==> src/rtl/adc_pkg.sv <==
// Shared definitions for the ADC capture sequencer: FSM state encoding,
// default sample width and a constant-foldable ceil(log2) helper.
// Combinational constants only; no latency, no flow control.
package adc_pkg;

    localparam int DW_DEF = 32;

    typedef enum logic [1:0] {
        ST_IDLE   = 2'd0,
        ST_SETTLE = 2'd1,
        ST_RUN    = 2'd2
    } state_t;

    // ceil(log2(value)), usable in parameter and port-width expressions
    function automatic int clog2(input int value);
        int r;
        int v;
        r = 0;
        v = value - 1;
        while (v > 0) begin
            r = r + 1;
            v = v >> 1;
        end
        return r;
    endfunction

endpackage

==> src/rtl/adc_sync_fifo.sv <==
// Capture FIFO: synchronous, registered wrap-bit pointers, no bypass path.
// Latency: an entry pushed at edge k is visible on o_dat from cycle k+1.
// Backpressure: push refused when full unless a pop happens in the same cycle.
// Ports: i_push/i_dat write side; i_pop read side; o_dat head (0 when empty);
//        o_full/o_empty status; o_level occupancy (updates with push/pop).
module adc_sync_fifo
    import adc_pkg::*;
#(
    parameter int DW    = DW_DEF,
    parameter int DEPTH = 8,
    localparam int AW   = clog2(DEPTH)
) (
    input  logic          clk,
    input  logic          rst,
    input  logic          i_push,
    input  logic [DW-1:0] i_dat,
    input  logic          i_pop,
    output logic [DW-1:0] o_dat,
    output logic          o_full,
    output logic          o_empty,
    output logic [AW:0]   o_level
);

    logic [DW-1:0] r_mem [DEPTH];
    logic [AW:0]   r_wr_ptr;
    logic [AW:0]   r_rd_ptr;
    logic          w_do_push;
    logic          w_do_pop;

    // Same index with opposite wrap bits means the writer lapped the reader
    assign o_full  = (r_wr_ptr[AW] != r_rd_ptr[AW]) &&
                     (r_wr_ptr[AW-1:0] == r_rd_ptr[AW-1:0]);
    assign o_empty = (r_wr_ptr == r_rd_ptr);

    assign w_do_pop  = i_pop && !o_empty;
    // A pop frees the slot this same edge, so a full FIFO may still accept
    assign w_do_push = i_push && (!o_full || w_do_pop);

    always_ff @(posedge clk) begin
        if (rst) begin
            r_wr_ptr <= '0;
            r_rd_ptr <= '0;
        end else begin
            if (w_do_push) r_wr_ptr <= r_wr_ptr + 1'b1;
            if (w_do_pop)  r_rd_ptr <= r_rd_ptr + 1'b1;
        end
    end

    // Storage needs no reset: the head is masked while empty
    always_ff @(posedge clk) begin
        if (w_do_push) r_mem[r_wr_ptr[AW-1:0]] <= i_dat;
    end

    assign o_dat   = o_empty ? '0 : r_mem[r_rd_ptr[AW-1:0]];
    assign o_level = r_wr_ptr - r_rd_ptr;

endmodule

==> src/rtl/adc_sample_ctrl.sv <==
// Capture sequencer after the decimating ADC chain: settle discard, burst or
// continuous capture into a FIFO, valid/ready delivery downstream.
// Latency: captured sample appears on m_data one cycle after its chain_vld_in.
// Backpressure: chain cannot be stalled; samples hitting a full FIFO are
//               dropped, counted toward the burst, and flagged in sticky ovf.
// Ports: cfg_* control, chain_* chain side, m_* output stream, status outputs.
module adc_sample_ctrl
    import adc_pkg::*;
#(
    parameter int DW         = DW_DEF,
    parameter int FIFO_DEPTH = 8,
    parameter int CNT_W      = 16,
    parameter int SET_W      = 8
) (
    input  logic                        clk,
    input  logic                        rst,
    input  logic                        cfg_start,
    input  logic                        cfg_stop,
    input  logic [CNT_W-1:0]            cfg_burst_len,
    input  logic [SET_W-1:0]            cfg_settle_len,
    input  logic                        chain_vld_in,
    input  logic [DW-1:0]               chain_dat_in,
    output logic                        chain_en,
    output logic                        m_valid,
    output logic [DW-1:0]               m_data,
    input  logic                        m_ready,
    output logic                        busy,
    output logic                        done,
    output logic                        ovf,
    output logic [clog2(FIFO_DEPTH):0]  fifo_level
);

    state_t            r_state;
    logic [SET_W-1:0]  r_settle_len;
    logic [SET_W-1:0]  r_settle_cnt;
    logic [CNT_W-1:0]  r_burst_len;
    logic [CNT_W-1:0]  r_cap_cnt;
    logic              r_done;
    logic              r_ovf;

    logic              w_full;
    logic              w_empty;
    logic              w_pop;
    logic              w_capture;
    logic              w_push;
    logic              w_drop;
    logic [CNT_W-1:0]  w_cap_nxt;

    assign w_pop     = !w_empty && m_ready;
    assign w_capture = (r_state == ST_RUN) && chain_vld_in;
    assign w_push    = w_capture && (!w_full || w_pop);
    assign w_drop    = w_capture && w_full && !w_pop;
    assign w_cap_nxt = r_cap_cnt + CNT_W'(1);

    always_ff @(posedge clk) begin
        if (rst) begin
            r_state      <= ST_IDLE;
            r_settle_len <= '0;
            r_settle_cnt <= '0;
            r_burst_len  <= '0;
            r_cap_cnt    <= '0;
            r_done       <= 1'b0;
            r_ovf        <= 1'b0;
        end else begin
            r_done <= 1'b0;
            case (r_state)
                ST_IDLE: begin
                    // Stop is meaningless here, so start always wins in IDLE
                    if (cfg_start) begin
                        r_settle_len <= cfg_settle_len;
                        r_burst_len  <= cfg_burst_len;
                        r_settle_cnt <= '0;
                        r_cap_cnt    <= '0;
                        r_ovf        <= 1'b0;
                        r_state      <= (cfg_settle_len != '0) ? ST_SETTLE : ST_RUN;
                    end
                end
                ST_SETTLE: begin
                    if (chain_vld_in) begin
                        r_settle_cnt <= r_settle_cnt + SET_W'(1);
                        if (r_settle_cnt == r_settle_len - SET_W'(1))
                            r_state <= ST_RUN;
                    end
                    if (cfg_stop) r_state <= ST_IDLE;
                end
                ST_RUN: begin
                    if (chain_vld_in) begin
                        r_cap_cnt <= w_cap_nxt;
                        if (w_drop) r_ovf <= 1'b1;
                        // A burst finishing on the stop cycle still reports done
                        if ((r_burst_len != '0) && (w_cap_nxt == r_burst_len)) begin
                            r_state <= ST_IDLE;
                            r_done  <= 1'b1;
                        end
                    end
                    if (cfg_stop) r_state <= ST_IDLE;
                end
                default: r_state <= ST_IDLE;
            endcase
        end
    end

    adc_sync_fifo #(
        .DW    (DW),
        .DEPTH (FIFO_DEPTH)
    ) u_fifo (
        .clk     (clk),
        .rst     (rst),
        .i_push  (w_push),
        .i_dat   (chain_dat_in),
        .i_pop   (w_pop),
        .o_dat   (m_data),
        .o_full  (w_full),
        .o_empty (w_empty),
        .o_level (fifo_level)
    );

    assign m_valid  = !w_empty;
    assign busy     = (r_state != ST_IDLE);
    assign chain_en = busy;
    assign done     = r_done;
    assign ovf      = r_ovf;

endmodule

==> config.mk <==
export PLATFORM = sky130hd
export DESIGN_NAME = adc_sample_ctrl
export DESIGN_NICKNAME = d
export VERILOG_FILES = /design/src/rtl/adc_pkg.sv /design/src/rtl/adc_sync_fifo.sv /design/src/rtl/adc_sample_ctrl.sv
export SDC_FILE = /design/constraint.sdc
export NUM_CORES = 1
export LEC_CHECK = 0
export ABC_AREA = 1
export ABC_CLOCK_PERIOD_IN_PS = 5700
export CAP_MARGIN = 40
export CORE_ASPECT_RATIO = 1.75
export CORE_UTILIZATION = 58
export CTS_CLUSTER_DIAMETER = 200
export DETAILED_ROUTE_END_ITERATION = 16
export PLACE_DENSITY = 0.82
export SLEW_MARGIN = 10
export SYNTH_ARGS = -nofsm -noshare
export SYNTH_HDL_FRONTEND = slang
export SYNTH_SLANG_ARGS = --single-unit
==> constraint.sdc <==
create_clock -name clk -period 5.7 [get_ports clk]
set_input_delay 1.425 -clock clk [delete_from_list [all_inputs] [get_ports clk]]
set_output_delay 1.425 -clock clk [all_outputs]
set_load 0.1 [all_outputs]
==> impl_metrics.toml <==
[detailed_routing]
ant_nets = 0
finalWirelength_um = 29900
vias = 9769
drc = 0
viasPerCell = 5.78
firstDrtPassIters = 5
wl_per_cell_um = 17.7
drtIter0Drc = 715

[sta]
slew_violations = 0
slew_headroom = 0.416
fin_crit_sh = 0.817
fmaxAchievable_mhz = 215
tightest_slew_ns = 0.871
finalSetupTns_ns = 0
finalSetupViolCount = 0
fin_skew_ns = 0.00739
period_minus_slack_ns = 4.66
hold_violations = 0
rsz0062_at_grt = "false"
setup_ws_ns = 1.04

[clocking]
cts_buffers = 26
cts_resized = 0
root_buffer = "clkbuf_16"
cts_max_path_buffers = 3
postCtsSetupRepairBufs = 0
clock-sinks = 319
cts.reportedPaths.clkPinSlew_ns = 0.07
cts_hold_buf = 0
cts_tree = "built"
insertion_delay_ns = 0.54
h-tree-depth = 1

[worst_hold_path]
hold_path_class = "flop to flop"

[pwr]
power_frac_clock = 0.213
intPower_w = 0.00459
p_comb_frac = 0.452
ir_drop_v = 0.000670
switching_power_w = 0.00374
seqPwrFrac = 0.335
p_leak_nw = 5.55
p_per_area_nw_per_um2 = 525
swShare = 0.449

[placed_design]
place_ws_ns = 1.30
place_hpwl_um = 19100
dp_cells = 1642
gp_congestion = 0.901
io_buffers = 102

[cells_and_area]
drive_gt1_frac = 0.102
synthToLayoutAreaGrowth_pct = 17.8
diodes = 0
final_cells = 1690
fin_nets = 1441

[synth]
ys_top_cells_by_area = "edfxtp_1, dfxtp_1, nor2_1, o21ai_0, nand2_1"
synth.net_count = 1346
syn_area_um2 = 13500
synth.largest_area_cell = "edfxtp_1"
synth-edff-count = 256
ys_ff_latch = 319
ys_warn_count = 0
avgSynthCellArea_um2 = 10.6
synth.yosys.seq_area_share = 0.664
syn_inst = 1275
synth-main-ff-cell = "edfxtp_1"
synth_top_area_share = 0.571
synthTopCellsByCount = "nor2_1, edfxtp_1, o21ai_0, nand2_1, inv_1"
netlist-cell-type-count = 40
yosysMostFrequentCell = "nor2_1"
async_flop_share = 0

[status]
status = "complete, no violations"

[floorplanning]
die_h_um = 204
die_x_um = 117
io_pins = 103
rows = 73
start_util = 0.592
core_region_area_um2 = 22700
die_area_um2 = 23900

[setup_path]
worstPathRequired_ns = 4.28
cp_slowest_cell = "buf_4"
cp.arrival_ns = 3.23
worst_setup_path_end_kind = "output pin"
regToRegSetupSlack_ns = 2.54
startpoint_type = "flop"
crit_type = "flop to output pin"
cp-endpoint = "m_data[26]"
rr_worst_depth = 11
reg2reg_to = "u_fifo.r_mem[5][31]"
path_buf_inv = 3
slowest_delay_ns = 0.66
crit_family = "buffers and inverters"
crit_fanout = 91
crit_chain = "inv_2 -> buf_4 -> o21ai_0 -> o22ai_1 -> o21ai_0 -> a31oi_1 -> buf_4"
timing.rr.start = "r_state[1]"
cp.depth = 7

[grt]
grt_usage = 0.259
grt_overflow_total = 0
grt_max_degree = 92
grt_pass1_wl_um = 47000
antenna_found_initial = 0
grt_pass1_vias = 9706

[job]
cap_violations = 0
[flip-flops by register name (all words and copies together) (netlist names), named ones only]
signal and cells:
r_state 2, ovf 1, r_burst_len 16, r_cap_cnt 16, u_fifo.r_mem 256, r_settle_len 8
r_settle_cnt 8, u_fifo.r_rd_ptr 4, done 1, u_fifo.r_wr_ptr 4
[worst register-to-register path: cells and delay by family (launching register included)]
| family | cells | cell delay, ns |
|---|---|---|
| buffers and inverters | 6 | 0.94 |
| AND/OR/NAND/NOR | 5 | 1.46 |
| flip-flops | 1 | 0.43 |
[cell type report]
type	instances	area [um^2]
clock buffers	35	767
inverters	72	273
flip-flops and latches	319	8950
multi-input cells	821	4060
fillers	1571	6880
well taps	300	375
clock inverters	13	96.3
repair buffers	130	1340
[worst min-delay path by stage]
stage / start / endpoint / slack (ns) / cells after the start
2_1_floorplan: u_fifo.r_wr_ptr[3] / u_fifo.r_wr_ptr[3] / 0.45 / 1
3_3_place_gp: u_fifo.r_wr_ptr[3] / u_fifo.r_wr_ptr[3] / 0.46 / 1
3_5_place_dp: u_fifo.r_wr_ptr[3] / u_fifo.r_wr_ptr[3] / 0.46 / 1
4_1_cts: u_fifo.r_wr_ptr[3] / u_fifo.r_wr_ptr[3] / 0.48 / 1
5_1_grt: u_fifo.r_wr_ptr[3] / u_fifo.r_wr_ptr[3] / 0.50 / 1
6_report: u_fifo.r_wr_ptr[3] / u_fifo.r_wr_ptr[3] / 0.48 / 1
[power by group through the flow]
| stage | registers [W] | logic, W | clock network, W |
|---|---|---|---|
| global route | 0.00281 | 0.00400 | 0.00188 |
| global placement | 0.00284 | 0.00350 | 0 |
| floorplan | 0.00276 | 0.00280 | 0 |
| CTS | 0.00279 | 0.00377 | 0.00180 |
| detailed placement | 0.00284 | 0.00373 | 0 |
| finish | 0.00279 | 0.00376 | 0.00178 |
[layer usage]
metal,vias up,global-route usage,share of wire
li1,4674,-,-
met1,4591,0.274,0.35
met2,389,0.473,0.53
met3,115,0.0425,0.063
met4,0,0.149,0.051
met5,-,0,0
[placed cells by master (no fill, tap or decap), types with 43 or more instances in the layout]
cell             count
nor2_1             260
clkdlybuf4s50_1     70
inv_1               66
dfxtp_1             61
o21ai_0            197
nand2_1            115
nand3_1             50
buf_4               43
edfxtp_1           256
a21oi_1             47
[metrics by stage]
| step | area [um^2] | util | hold slack (ns) | power (W) |
|---|---|---|---|---|
| floorplan | 13500 | - | 0.445 | 0.00556 |
| global placement | 14700 | 0.645 | 0.457 | 0.00634 |
| detailed placement | 15000 | 0.660 | 0.462 | 0.00657 |
| CTS | 15900 | 0.698 | 0.482 | 0.00836 |
| global route | 15900 | 0.698 | 0.502 | 0.00869 |
| finish | 15900 | 0.698 | 0.481 | 0.00833 |
[logic make-up after synthesis]
family	share of synthesized area
fa+ha+maj	0.00892
buf+inv	0.0386
xor+xnor	0.0131
flops	0.664
simple gates	0.150
compound gates	0.125
No activity file was read; power rests on OpenSTA's default activity.
